File: config.mk
export PLATFORM = sky130hd
export DESIGN_NAME = fetch_unit
export DESIGN_NICKNAME = d
export VERILOG_FILES = /design/src/rtl/fetch_unit.sv
export SDC_FILE = /design/constraint.sdc
export NUM_CORES = 1
export LEC_CHECK = 0
export CAP_MARGIN = 20
export CORE_MARGIN = 1
export CORE_UTILIZATION = 49
export DETAILED_ROUTE_END_ITERATION = 12
export PLACE_DENSITY = 0.8
export RECOVER_POWER = 50
export SETUP_SLACK_MARGIN = 0.5
export SLEW_MARGIN = 5
export SYNTH_ARGS = -nofsm -noshare
export SYNTH_HDL_FRONTEND = slang
export SYNTH_SLANG_ARGS = --single-unit
File: constraint.sdc
create_clock -name clk -period 6 [get_ports clk]
set_input_delay 1.5 -clock clk [delete_from_list [all_inputs] [get_ports clk]]
set_output_delay 1.5 -clock clk [all_outputs]
set_load 0.02 [all_outputs]
File: src/rtl/fetch_unit.sv
// Instruction fetch front end: PC, imem read issue, return FIFO, halt/redirect.
// Optional FETCH_PERF_EN adds saturating fetch/stall counters.
module fetch_unit #(
  parameter int              ADDR_W     = 16,
  parameter int              INSTR_W    = 16,
  parameter int              PC_INC     = 1,
  parameter logic [ADDR_W-1:0] RESET_PC = '0,
  parameter int              BUF_DEPTH  = 2,
  parameter logic [3:0]      HLT_OPCODE = 4'hF
) (
  input  logic               clk,
  input  logic               rst,
  input  logic               stall,
  input  logic               redirect_valid,
  input  logic [ADDR_W-1:0]  redirect_pc,
  output logic [ADDR_W-1:0]  imem_addr,
  output logic               imem_rd_en,
  input  logic [INSTR_W-1:0] imem_instr,
  output logic               out_valid,
  output logic [INSTR_W-1:0] out_instr,
  output logic [ADDR_W-1:0]  out_pc,
  input  logic               out_ready,
  output logic [ADDR_W-1:0]  pc,
`ifdef FETCH_PERF_EN
  output logic [31:0]        perf_fetch_cnt,
  output logic [31:0]        perf_stall_cnt,
`endif
  output logic               hlt
);

  localparam int PTR_W = (BUF_DEPTH > 1) ? $clog2(BUF_DEPTH) : 1;
  localparam int CNT_W = $clog2(BUF_DEPTH + 1);
  localparam logic [PTR_W-1:0] LAST = PTR_W'(BUF_DEPTH - 1);
  localparam logic [CNT_W:0] DEPTH_V = (CNT_W+1)'(BUF_DEPTH);
  localparam logic [ADDR_W-1:0] INC = ADDR_W'(PC_INC);

  typedef enum logic {RUN, HALT} state_t;

  state_t state_q, state_d;

  logic [INSTR_W-1:0] buf_instr [BUF_DEPTH];
  logic [ADDR_W-1:0]  buf_pc    [BUF_DEPTH];
  logic [PTR_W-1:0]   head_q, tail_q;
  logic [CNT_W-1:0]   count_q;

  logic               ret_valid;
  logic               ret_hlt;
  logic               push;
  logic               pop;
  logic               pop_hlt;
  logic               credit;
  logic               issue;
  logic [CNT_W:0]     used;

  function automatic logic [PTR_W-1:0] nxt_ptr(
    input logic [PTR_W-1:0] p
  );
    if (p == LAST) return '0;
    return p + 1'b1;
  endfunction

  assign out_valid = (count_q != '0);
  assign out_instr = out_valid ? buf_instr[head_q] : '0;
  assign out_pc    = out_valid ? buf_pc[head_q] : '0;

  always_comb begin
    pop       = out_valid && out_ready;
    pop_hlt   = pop && (out_instr[INSTR_W-1 -: 4] == HLT_OPCODE);
    ret_valid = imem_rd_en && (state_q == RUN);
    ret_hlt   = ret_valid &&
                (imem_instr[INSTR_W-1 -: 4] == HLT_OPCODE);
    push      = ret_valid && !redirect_valid;
    // A pop this cycle frees its slot before the new fetch returns.
    used      = {1'b0, count_q}
              + (CNT_W+1)'(imem_rd_en)
              - (CNT_W+1)'(pop);
    credit    = (used < DEPTH_V);
    issue     = (state_q == RUN) && !stall && !redirect_valid
              && !ret_hlt && credit;
  end

  always_comb begin
    state_d = state_q;
    case (state_q)
      RUN:     if (ret_hlt) state_d = HALT;
      HALT:    state_d = HALT;
      default: state_d = RUN;
    endcase
    if (redirect_valid) state_d = RUN;
  end

  always_ff @(posedge clk) begin
    if (rst) begin
      state_q    <= RUN;
      pc         <= RESET_PC;
      imem_rd_en <= 1'b0;
      imem_addr  <= '0;
      head_q     <= '0;
      tail_q     <= '0;
      count_q    <= '0;
      hlt        <= 1'b0;
    end else begin
      state_q    <= state_d;
      imem_rd_en <= issue;
      if (issue) begin
        imem_addr <= pc;
        pc        <= pc + INC;
      end
      if (redirect_valid) begin
        pc      <= redirect_pc;
        head_q  <= '0;
        tail_q  <= '0;
        count_q <= '0;
        hlt     <= 1'b0;
      end else begin
        if (push) tail_q <= nxt_ptr(tail_q);
        if (pop)  head_q <= nxt_ptr(head_q);
        count_q <= count_q + CNT_W'(push) - CNT_W'(pop);
        if (pop_hlt) hlt <= 1'b1;
      end
    end
  end

  always_ff @(posedge clk) begin
    if (!rst && push) begin
      buf_instr[tail_q] <= imem_instr;
      buf_pc[tail_q]    <= imem_addr;
    end
  end

`ifdef FETCH_PERF_EN
  logic blocked;

  assign blocked = (state_q == RUN) && !redirect_valid
                 && (stall || !credit);

  always_ff @(posedge clk) begin
    if (rst) begin
      perf_fetch_cnt <= '0;
      perf_stall_cnt <= '0;
    end else begin
      if (issue && (perf_fetch_cnt != '1))
        perf_fetch_cnt <= perf_fetch_cnt + 32'd1;
      if (blocked && (perf_stall_cnt != '1))
        perf_stall_cnt <= perf_stall_cnt + 32'd1;
    end
  end
`endif

endmodule

==> results of run 1 <==
-- worst max-delay path, cell delays in order --
cell and delay [ns]:
dlygate4sd3_1 0.53, clkbuf_1 0.55, or2_0 0.62, nor3_2 0.18, clkbuf_1 1.36
-- cell usage after synthesis (4+ instances only) --
cell      instances  area (um2)
or3_1             5        31.3
o311ai_0          4        35.0
buf_2             7        35.0
nand3_1          12        60.1
inv_1             6        22.5
clkbuf_1         13        48.8
mux2i_1          33         330
edfxtp_1         64        1920
and2_1            5        31.3
nand2_1          52         195
nor2_1           50         188
a31oi_1          14        87.6
a21oi_1          18        90.1
xor2_1            4        35.0
dfxtp_1          40         801
or2_2             4        25.0
-- how the worst max path moves through the flow --
stage / cells after the start / slack [ns] / to / startpoint
global route: 5 / 0.95 / buf_pc[0][2]$_DFFE_PP_ / rst
floorplan: 4 / 1.19 / buf_instr[0][0]$_DFFE_PP_ / redirect_valid
finish: 5 / 1.20 / buf_pc[1][2]$_DFFE_PP_ / rst
global placement: 10 / 1.53 / pc[10]$_SDFFE_PP0P_ / out_ready
detailed placement: 10 / 1.40 / pc[10]$_SDFFE_PP0P_ / out_ready
CTS: 10 / 1.76 / pc[10]$_SDFFE_PP0P_ / out_ready
-- sequential cells by signal, summed over array words and instances, names as in the netlist, named ones only --
signal / count
head_q: 1
hlt: 1
tail_q: 1
pc: 16
buf_pc: 32
buf_instr: 32
state_q: 1
imem_rd_en: 1
imem_addr: 16
count_q: 2
-- final cells by class --
| class | instances | area, um2 | share of cell area (%) |
|---|---|---|---|
| repair buffers | 108 | 1060 | 19.0 |
| clock buffers | 12 | 156 | 2.80 |
| multi-input cells | 239 | 1440 | 25.7 |
| flip-flops and latches | 104 | 2720 | 48.8 |
| inverters | 6 | 22.5 | 0.404 |
| well taps | 105 | 131 | 2.36 |
| clock inverters | 4 | 50.0 | 0.897 |
-- cells by family after synthesis --
| kind of cell | after synthesis |
|---|---|
| buffers and inverters | 28 |
| multiplexers | 33 |
| XOR/XNOR | 7 |
| flip-flops | 104 |
| AND/OR/NAND/NOR | 145 |
| AO/OA/AOI/OAI | 51 |
| adder cells (fa/ha/maj) | 3 |
-- stage by stage --
stage / cell area, um2 / hold slack (ns)
5_1_grt: 5580 / 0.511
6_report: 5580 / 0.480
3_5_place_dp: 5380 / 0.469
4_1_cts: 5590 / 0.485
3_3_place_gp: 5380 / 0.462
2_1_floorplan: 4260 / 0.472
-- layer usage --
layer	routed length [um]	share of wire (%)
met1	4230	46
met2	4410	48
met3	448	4.9
met4	95	1.0
met5	0	0
-- layout by cell type, fill, tap and decap left out, types with 2 or more instances in the layout --
master           count
o21ai_0              3
or4_1                3
nor2_1              49
clkdlybuf4s50_1     52
dlygate4sd3_1       51
clkbuf_8             9
ha_1                 2
clkbuf_1             5
nor3_2               2
and3_1               2
xor2_1               4
o311ai_0             4
buf_4                2
dfxtp_1             39
nand2_1             52
a31oi_1             14
o211ai_1             3
and2_1               5
or3_1                5
edfxtp_1            64
nand3_1             12
xnor2_1              3
nand4_1              3
nor2b_1              2
or2_2                3
inv_1                6
mux2i_1             33
a21oi_1             18
-- power groups by stage --
stage / combinational (mW) / clock (mW) / sequential, mW
floorplan: 0.0429 / 0 / 0.807
global placement: 0.109 / 0 / 0.800
detailed placement: 0.111 / 0 / 0.800
CTS: 0.112 / 0.455 / 0.784
global route: 0.114 / 0.484 / 0.786
finish: 0.106 / 0.449 / 0.784
==> flow_summary.json, run 1 <==
{
  "status": "finished, violations left",
  "failed_checks": "max-capacitance violations, max-slew violations",
  "coreArea_um2": 8300,
  "slew_viol_final": 66,
  "hold_path_depth": 0,
  "syn_area_per_cell_um2": 11.5,
  "slew_headroom_pct": -23.6,
  "hpwlAfterDp_mm": 6.16,
  "initial_utilization_pct": 51.4,
  "dr.pass1.iters": 4,
  "setup_viol": 0,
  "synth-simple-area-share_pct": 15.4,
  "dp.cells": 562,
  "ys_warn_count": 0,
  "htreeDepth": 3,
  "grt_pass1_wl_mm": 14.4,
  "ys_async_sr_fraction_pct": 0,
  "tns_ns": 0,
  "top_usage_layer": "met2",
  "ys_types": 41,
  "ys_seq_elements": 104,
  "routed_wirelength_mm": 9.18,
  "arrival_ns": 4.74,
  "diodes": 0,
  "reg2reg_slack_ns": 2.92,
  "cts_buffers": 9,
  "final-hold-violation-count": 0,
  "rows": 33,
  "synth_ff_type": "edfxtp_1",
  "floorplan.die_area_um2": 9080,
  "wl_per_cell_um": 15.9,
  "antenna_found_initial": 0,
  "grt_max_degree": 35,
  "comb_power_share_pct": 7.9,
  "holdCritStartpoint": "imem_addr[6]$_SDFFE_PP0P_",
  "grt_pass1_vias": 2875,
  "cts_num_sinks": 104,
  "fin_crit_sh_pct": 80.0,
  "rsz0062_at_grt": "no",
  "worstPathMaxFanout": 34,
  "stdcell_count": 578,
  "grt_use_total_pct": 20.8,
  "holdPathEnd": "buf_pc[0][6]$_DFFE_PP_",
  "start_kind": "primary input",
  "cts_root_buf": "clkbuf_8",
  "fmax_mhz": 208,
  "clkPwrFrac_pct": 33.6,
  "p_leak_nw": 1.89,
  "syn2layout_area_growth_pct": 30.8,
  "synth_xor_area_share_pct": 1.44,
  "end_kind": "flip-flop",
  "fin_ws_ns": 1.20,
  "grtUsageMet3_pct": 3.99,
  "nFillCells": 613,
  "gp_congestion": 0.845,
  "reg2reg_depth": 9,
  "power_mw": 1.34,
  "gr-usage-met2_pct": 33.9,
  "ios": 104,
  "clock_latency_ns": 0.35,
  "cts_tree": "done",
  "die_h_um": 95.3,
  "swShare_pct": 22.5,
  "clkTransAtPathRegs_ns": 0.10,
  "worstHoldPathType": "reg -> reg",
  "synth-compound-area-share_pct": 7.75,
  "ant_nets": 0,
  "pre_cts_slack_ns": 1.40,
  "period_minus_slack_ns": 4.80,
  "drive_above_1_share_pct": 5.50,
  "power_frac_seq_pct": 58.5,
  "grt.met1_usage_pct": 28.4,
  "synth_edf_count": 64,
  "muxShareOfSynthArea_pct": 7.75,
  "fp.dieW_um": 95.3,
  "rr_endpoint": "pc[10]$_SDFFE_PP0P_",
  "cts_setup_buffers": 0,
  "utilization_pct": 67.2,
  "cts_buffer_depth": 2,
  "synthAdderAreaFrac_pct": 1.06,
  "gr-total-overflow": 0,
  "required_ns": 5.94,
  "io_buffers": 103,
  "clock_skew_ns": 0.0134,
  "power_density_nw_per_um2": 240,
  "vias": 3119,
  "power_switching_mw": 0.301,
  "p_int_mw": 1.04,
  "ys_seq_area_share_pct": 63.9,
  "cts_hold_buf": 0,
  "cts_resized": 0,
  "ir_drop_v": 0.000168,
  "syn_nets": 411,
  "tightestPinTransition_ns": 1.85,
  "drv_cap": 2,
  "finalNetCount": 508,
  "synth_top_family_by_area": "simple AND/OR/NAND/NOR gates",
  "critPathKind": "in -> reg",
  "r2r-start": "count_q[1]$_SDFF_PP0_",
  "synth_area_um2": 4260,
  "dr.first_iter.drc_count": 129,
  "drc": 0,
  "viasPerCell": 5.40,
  "synthCells": 371
}
Note: power is estimated with default switching activity, not from simulation.
==> run 2, diff against run 1 <==
- CORE_UTILIZATION: 49 -> 44
- PLACE_DENSITY: 0.8 -> 0.76
- clock period: 6 -> 4.4 ns (I/O delays scaled with it)
==> run 2 against run 1 <==
  * The run now ends clean
  * Sequential power is 36% higher
  * Register-to-register slack worse by 1.4 ns
  * Clock skew about the same
  * Global-route usage is 1.8 points lower
  * Utilization shrank 6.9 points
  * Die area rose by 11%
  * Sequential cell count unchanged
  * Setup slack lost 0.45 ns
  * Via count increased by 0.93%
  * Critical endpoint is now pc[15]$_SDFFE_PP0P_
  * Highest routed layer unchanged
==> flow_summary.json, run 2 (same netlist as run 1, synthesis figures left out) <==
{
  "dr.pass1.iters": 4,
  "cts_num_sinks": 104,
  "dr.first_iter.drc_count": 125,
  "wl_per_cell_um": 15.3,
  "hpwlAfterDp_mm": 6.49,
  "routed_wirelength_mm": 9.24,
  "finalNetCount": 511,
  "antenna_found_initial": 0,
  "reg2reg_depth": 9,
  "status": "finished clean",
  "final-hold-violation-count": 0,
  "p_leak_nw": 1.90,
  "final_cell_area_um2": 5620,
  "ant_nets": 0,
  "clock_skew_ns": 0.0131,
  "cts_tree": "done",
  "tightestPinTransition_ns": 1.50,
  "drc": 0,
  "layout_commonest_cell": "edfxtp_1",
  "pre_cts_slack_ns": 0.403,
  "power_density_nw_per_um2": 316,
  "rsz0062_at_grt": "no",
  "reg2reg_slack_ns": 1.55,
  "io_buffers": 103,
  "period_minus_slack_ns": 3.65,
  "cp_slowest_cell": "or4_1",
  "layout.area.seq_um2": 2720,
  "ios": 104,
  "cts_buffer_depth": 2,
  "grt_pass1_wl_mm": 14.7,
  "slew_viol_final": 0,
  "start_kind": "primary input",
  "fp.dieW_um": 100,
  "rows": 35,
  "critical_path.startpoint": "out_ready",
  "syn2layout_area_growth_pct": 31.8,
  "grt_max_degree": 35,
  "grt_pass1_vias": 2974,
  "gr-total-overflow": 0,
  "dpl_cell_area_um2": 5430,
  "required_ns": 4.67,
  "diodes": 0,
  "holdCritStartpoint": "hlt$_SDFFE_PP0P_",
  "die_h_um": 100,
  "cts_setup_buffers": 0,
  "drive_above_1_share_pct": 6.72,
  "gp_congestion": 0.813,
  "hold_path_depth": 2,
  "worstHoldPathType": "reg -> reg",
  "setup_viol": 0,
  "rr_endpoint": "pc[15]$_SDFFE_PP0P_",
  "viasPerCell": 5.20,
  "cts_hold_buf": 0,
  "cts_root_buf": "clkbuf_8",
  "floorplan.die_area_um2": 10100,
  "arrival_ns": 3.92,
  "grt_use_total_pct": 18.9,
  "fin_crit_sh_pct": 82.9,
  "htreeDepth": 3,
  "final_cell_mix": "edfxtp_1 (64), nand2_1 (52), clkdlybuf4s50_1 (52)",
  "worstPathMaxFanout": 17,
  "holdPathEnd": "hlt$_SDFFE_PP0P_",
  "slew_headroom_pct": 0.275,
  "r2r-start": "count_q[1]$_SDFF_PP0_",
  "critPathKind": "in -> reg",
  "largestRegisters": "buf_instr: 32 flops, buf_pc: 32 flops",
  "slowest_delay_ns": 0.56,
  "clock_latency_ns": 0.36,
  "initial_utilization_pct": 45.7,
  "drv_cap": 0,
  "cts_buffers": 9,
  "fin_ws_ns": 0.750,
  "crit_family": "simple AND/OR/NAND/NOR gates",
  "cts_resized": 0,
  "critical_path_buf_inv_count": 1,
  "multi_input_area_um2": 1440,
  "ir_drop_v": 0.000196,
  "nFillCells": 775,
  "fmax_mhz": 274,
  "worstPathCellList": "clkdlybuf4s50_1 > nand2_1 > nor2_1 > o21ai_0 > fa_1 > xor2_1 > nor4b_4 > nand2_2 > or4_1 > a31oi_1",
  "coreArea_um2": 9330,
  "end_kind": "flip-flop",
  "clkTransAtPathRegs_ns": 0.09,
  "vias": 3148
}
==> run 2: where the power goes <==
| part | switching [mW] | internal, mW | total [mW] | leakage [nW] |
|---|---|---|---|---|
| registers | 0.0222 | 1.05 | 1.07 | 0.918 |
| clock network | 0.319 | 0.244 | 0.563 | 0.0915 |
| logic | 0.0764 | 0.0696 | 0.146 | 0.887 |
==> run 2: worst max-delay path by stage <==
stage	endpoint	slack, ns	cells after the start
after floorplan	buf_instr[0][0]$_DFFE_PP_	-0.01	4
after global placement	pc[15]$_SDFFE_PP0P_	0.51	10
after detailed placement	pc[15]$_SDFFE_PP0P_	0.40	10
after CTS	pc[15]$_SDFFE_PP0P_	0.78	10
after global routing	pc[15]$_SDFFE_PP0P_	0.56	10
final	pc[15]$_SDFFE_PP0P_	0.75	10
==> run 2: cell type report <==
class | count | share of cell area, %
Tap cell | 129 | 2.87
Inverter | 6 | 0.401
Clock inverter | 5 | 0.668
Sequential cell | 104 | 48.5
Timing Repair Buffer | 111 | 19.3
Multi-Input combinational cell | 239 | 25.5
Clock buffer | 11 | 2.72
==> run 2: layer usage <==
layer  global-route usage [%]  wire length (um)  up-vias
met5                        0                 0        -
met4                     7.36               125        0
met3                     3.55               390       10
met2                     31.1              4590       88
met1                     24.9              4130     1524
li1                         -                 -     1526
==> run 2: stage by stage <==
| step | total power, mW | std cells | TNS (ns) | utilization [%] | hold slack (ns) |
|---|---|---|---|---|---|
| after global routing | 1.85 | 605 | 0 | 60.3 | 0.514 |
| after CTS | 1.80 | 605 | 0 | 60.3 | 0.489 |
| after detailed placement | 1.25 | 589 | 0 | 58.3 | 0.466 |
| after global placement | 1.24 | 589 | 0 | 58.3 | 0.462 |
| after floorplan | 1.16 | 371 | -0.914 | - | 0.472 |
| final | 1.78 | 605 | 0 | 60.3 | 0.473 |
==> run 2: tightest hold or removal path, stage by stage, from the launching register on <==
cell and delay [ns]:
dfxtp_1 0.33, a41oi_1 0.04, nor2_1 0.07
==> run 3, diff against run 2 <==
- CORE_UTILIZATION: 44 -> 49
- PLACE_DENSITY: 0.76 -> 0.8
- clock period: 4.4 -> 3.73 ns (I/O delays scaled with it)
==> run 3 against run 2 <==
  * Wire length increased by 2.8%
  * Utilization increased by 8.2 points
  * Clock skew decreased by 0.00094 ns
  * Global-route usage increased by 3.1 points
  * First-iteration DRC count increased by 44%
  * Largest cell class unchanged
  * Largest power group unchanged
==> flow_summary.json, run 3 (same netlist as run 1, synthesis figures left out) <==
{
  "grt_use_total_pct": 22.0,
  "finalNetCount": 519,
  "fp.dieW_um": 95.3,
  "fmax_mhz": 318,
  "cts_buffers": 9,
  "worstHoldPathType": "reg -> reg",
  "coreArea_um2": 8300,
  "power_density_nw_per_um2": 376,
  "layout.area.seq_um2": 2730,
  "dp.cells": 570,
  "vias": 3225,
  "routed_wirelength_mm": 9.49,
  "nFillCells": 609,
  "period_minus_slack_ns": 3.15,
  "diodes": 0,
  "slew_headroom_pct": 43.4,
  "cts_num_sinks": 104,
  "tightestPinTransition_ns": 0.849,
  "grt_pass1_vias": 3113,
  "drc": 0,
  "tns_ns": 0,
  "rsz0062_at_grt": "yes",
  "rows": 33,
  "wl_per_cell_um": 16.1,
  "worstPathMaxFanout": 16,
  "required_ns": 4.02,
  "critical_path_buf_inv_count": 2,
  "fin_crit_sh_pct": 84.4,
  "cts_tree": "done",
  "worstPathCellList": "clkdlybuf4s50_1 > nand2_1 > nor2_2 > o21ai_1 > fa_2 > xor2_1 > nor4b_4 > nand2_2 > buf_4 > or3_1 > a31oi_1",
  "crit_family": "simple AND/OR/NAND/NOR gates",
  "dr.first_iter.drc_count": 180,
  "ant_nets": 0,
  "htreeDepth": 3,
  "initial_utilization_pct": 51.4,
  "multi_input_area_um2": 1460,
  "io_buffers": 103,
  "clkTransAtPathRegs_ns": 0.09,
  "final_cell_mix": "edfxtp_1 (64), clkdlybuf4s50_1 (54), nand2_1 (53)",
  "drive_above_1_share_pct": 9.09,
  "ir_drop_v": 0.000163,
  "slowest_delay_ns": 0.51,
  "slew_viol_final": 0,
  "cts_root_buf": "clkbuf_8",
  "clock_skew_ns": 0.0121,
  "critPathKind": "in -> reg",
  "hpwlAfterDp_mm": 6.60,
  "viasPerCell": 5.48,
  "end_kind": "flip-flop",
  "antenna_found_initial": 0,
  "dr.pass1.iters": 4,
  "clock_latency_ns": 0.37,
  "start_kind": "primary input",
  "ios": 104,
  "final-hold-violation-count": 0,
  "stdcell_count": 589,
  "largestRegisters": "buf_instr: 32 flops, buf_pc: 32 flops",
  "p_leak_nw": 1.94,
  "grt_pass1_wl_mm": 15.0,
  "grt_max_degree": 34,
  "cp_slowest_cell": "clkdlybuf4s50_1",
  "layout_commonest_cell": "edfxtp_1",
  "floorplan.die_area_um2": 9080,
  "setup_viol": 0,
  "drv_cap": 0,
  "cts_hold_buf": 0,
  "syn2layout_area_growth_pct": 33.3,
  "gr-total-overflow": 0,
  "arrival_ns": 3.44,
  "die_h_um": 95.3,
  "status": "finished clean",
  "gp_congestion": 0.886,
  "cts_buffer_depth": 2
}
[run 3: worst paths after layout]
| path | startpoint | to | depth (start not counted) | slack [ns] |
|---|---|---|---|---|
| setup / recovery | out_ready | pc[3]$_SDFFE_PP0P_ | 11 | 0.58 |
| hold / removal | imem_addr[15]$_SDFFE_PP0P_ | buf_pc[1][15]$_DFFE_PP_ | 0 | 0.49 |
| hold reg to reg | imem_addr[15]$_SDFFE_PP0P_ | buf_pc[1][15]$_DFFE_PP_ | 0 | 0.49 |
| setup reg to reg | count_q[1]$_SDFF_PP0_ | pc[3]$_SDFFE_PP0P_ | 10 | 1.17 |
[run 3: worst reg2reg max path, stage by stage, from the launching register on]
cell	delay [ns]
dfxtp_1	0.48
nand2_1	0.10
nor2_2	0.11
o21ai_1	0.09
fa_2	0.34
xor2_1	0.17
nor4b_4	0.34
nand2_2	0.15
buf_4	0.23
or3_1	0.36
a31oi_1	0.13
[run 3: final cells by class]
class | count | area share [%]
Clock buffer | 10 | 2.25
Clock inverter | 6 | 1.19
Inverter | 6 | 0.396
Multi-Input combinational cell | 240 | 25.7
Sequential cell | 104 | 48.0
Tap cell | 105 | 2.31
Timing Repair Buffer | 118 | 20.1
[run 3: timing repair]
item                       in CTS  in global routing
pin swaps                       0                  0
resized for setup               1                  6
cloned                          0                  1
setup endpoints to repair       9                 27
buffers inserted                0                  2
[run 3: metal layers]
metal / global-route usage, % / up-vias / wire length, um
met4: 8.33 / 0 / 192
met1: 28.1 / 1533 / 4020
met5: 0 / - / 0
li1: - / 1550 / -
met3: 4.94 / 19 / 565
met2: 36.5 / 123 / 4720
[run 3: report_power, final]
| group | internal [mW] | switching (mW) | total (mW) |
|---|---|---|---|
| combinational | 0.0874 | 0.0928 | 0.180 |
| sequential | 1.23 | 0.0270 | 1.26 |
| clock | 0.314 | 0.379 | 0.693 |
| total | 1.64 | 0.498 | 2.13 |
[run 3: through the flow]
step,hold WS (ns),setup WS [ns],area (um2),utilization [%],power (mW)
final,0.492,0.582,5680,68.4,2.13
after floorplan,0.472,0.450,4270,-,1.37
after detailed placement,0.477,0.168,5450,65.7,1.47
after global placement,0.458,0.220,5450,65.7,1.47
after CTS,0.495,0.527,5650,68.1,2.16
after global routing,0.505,0.490,5680,68.4,2.21
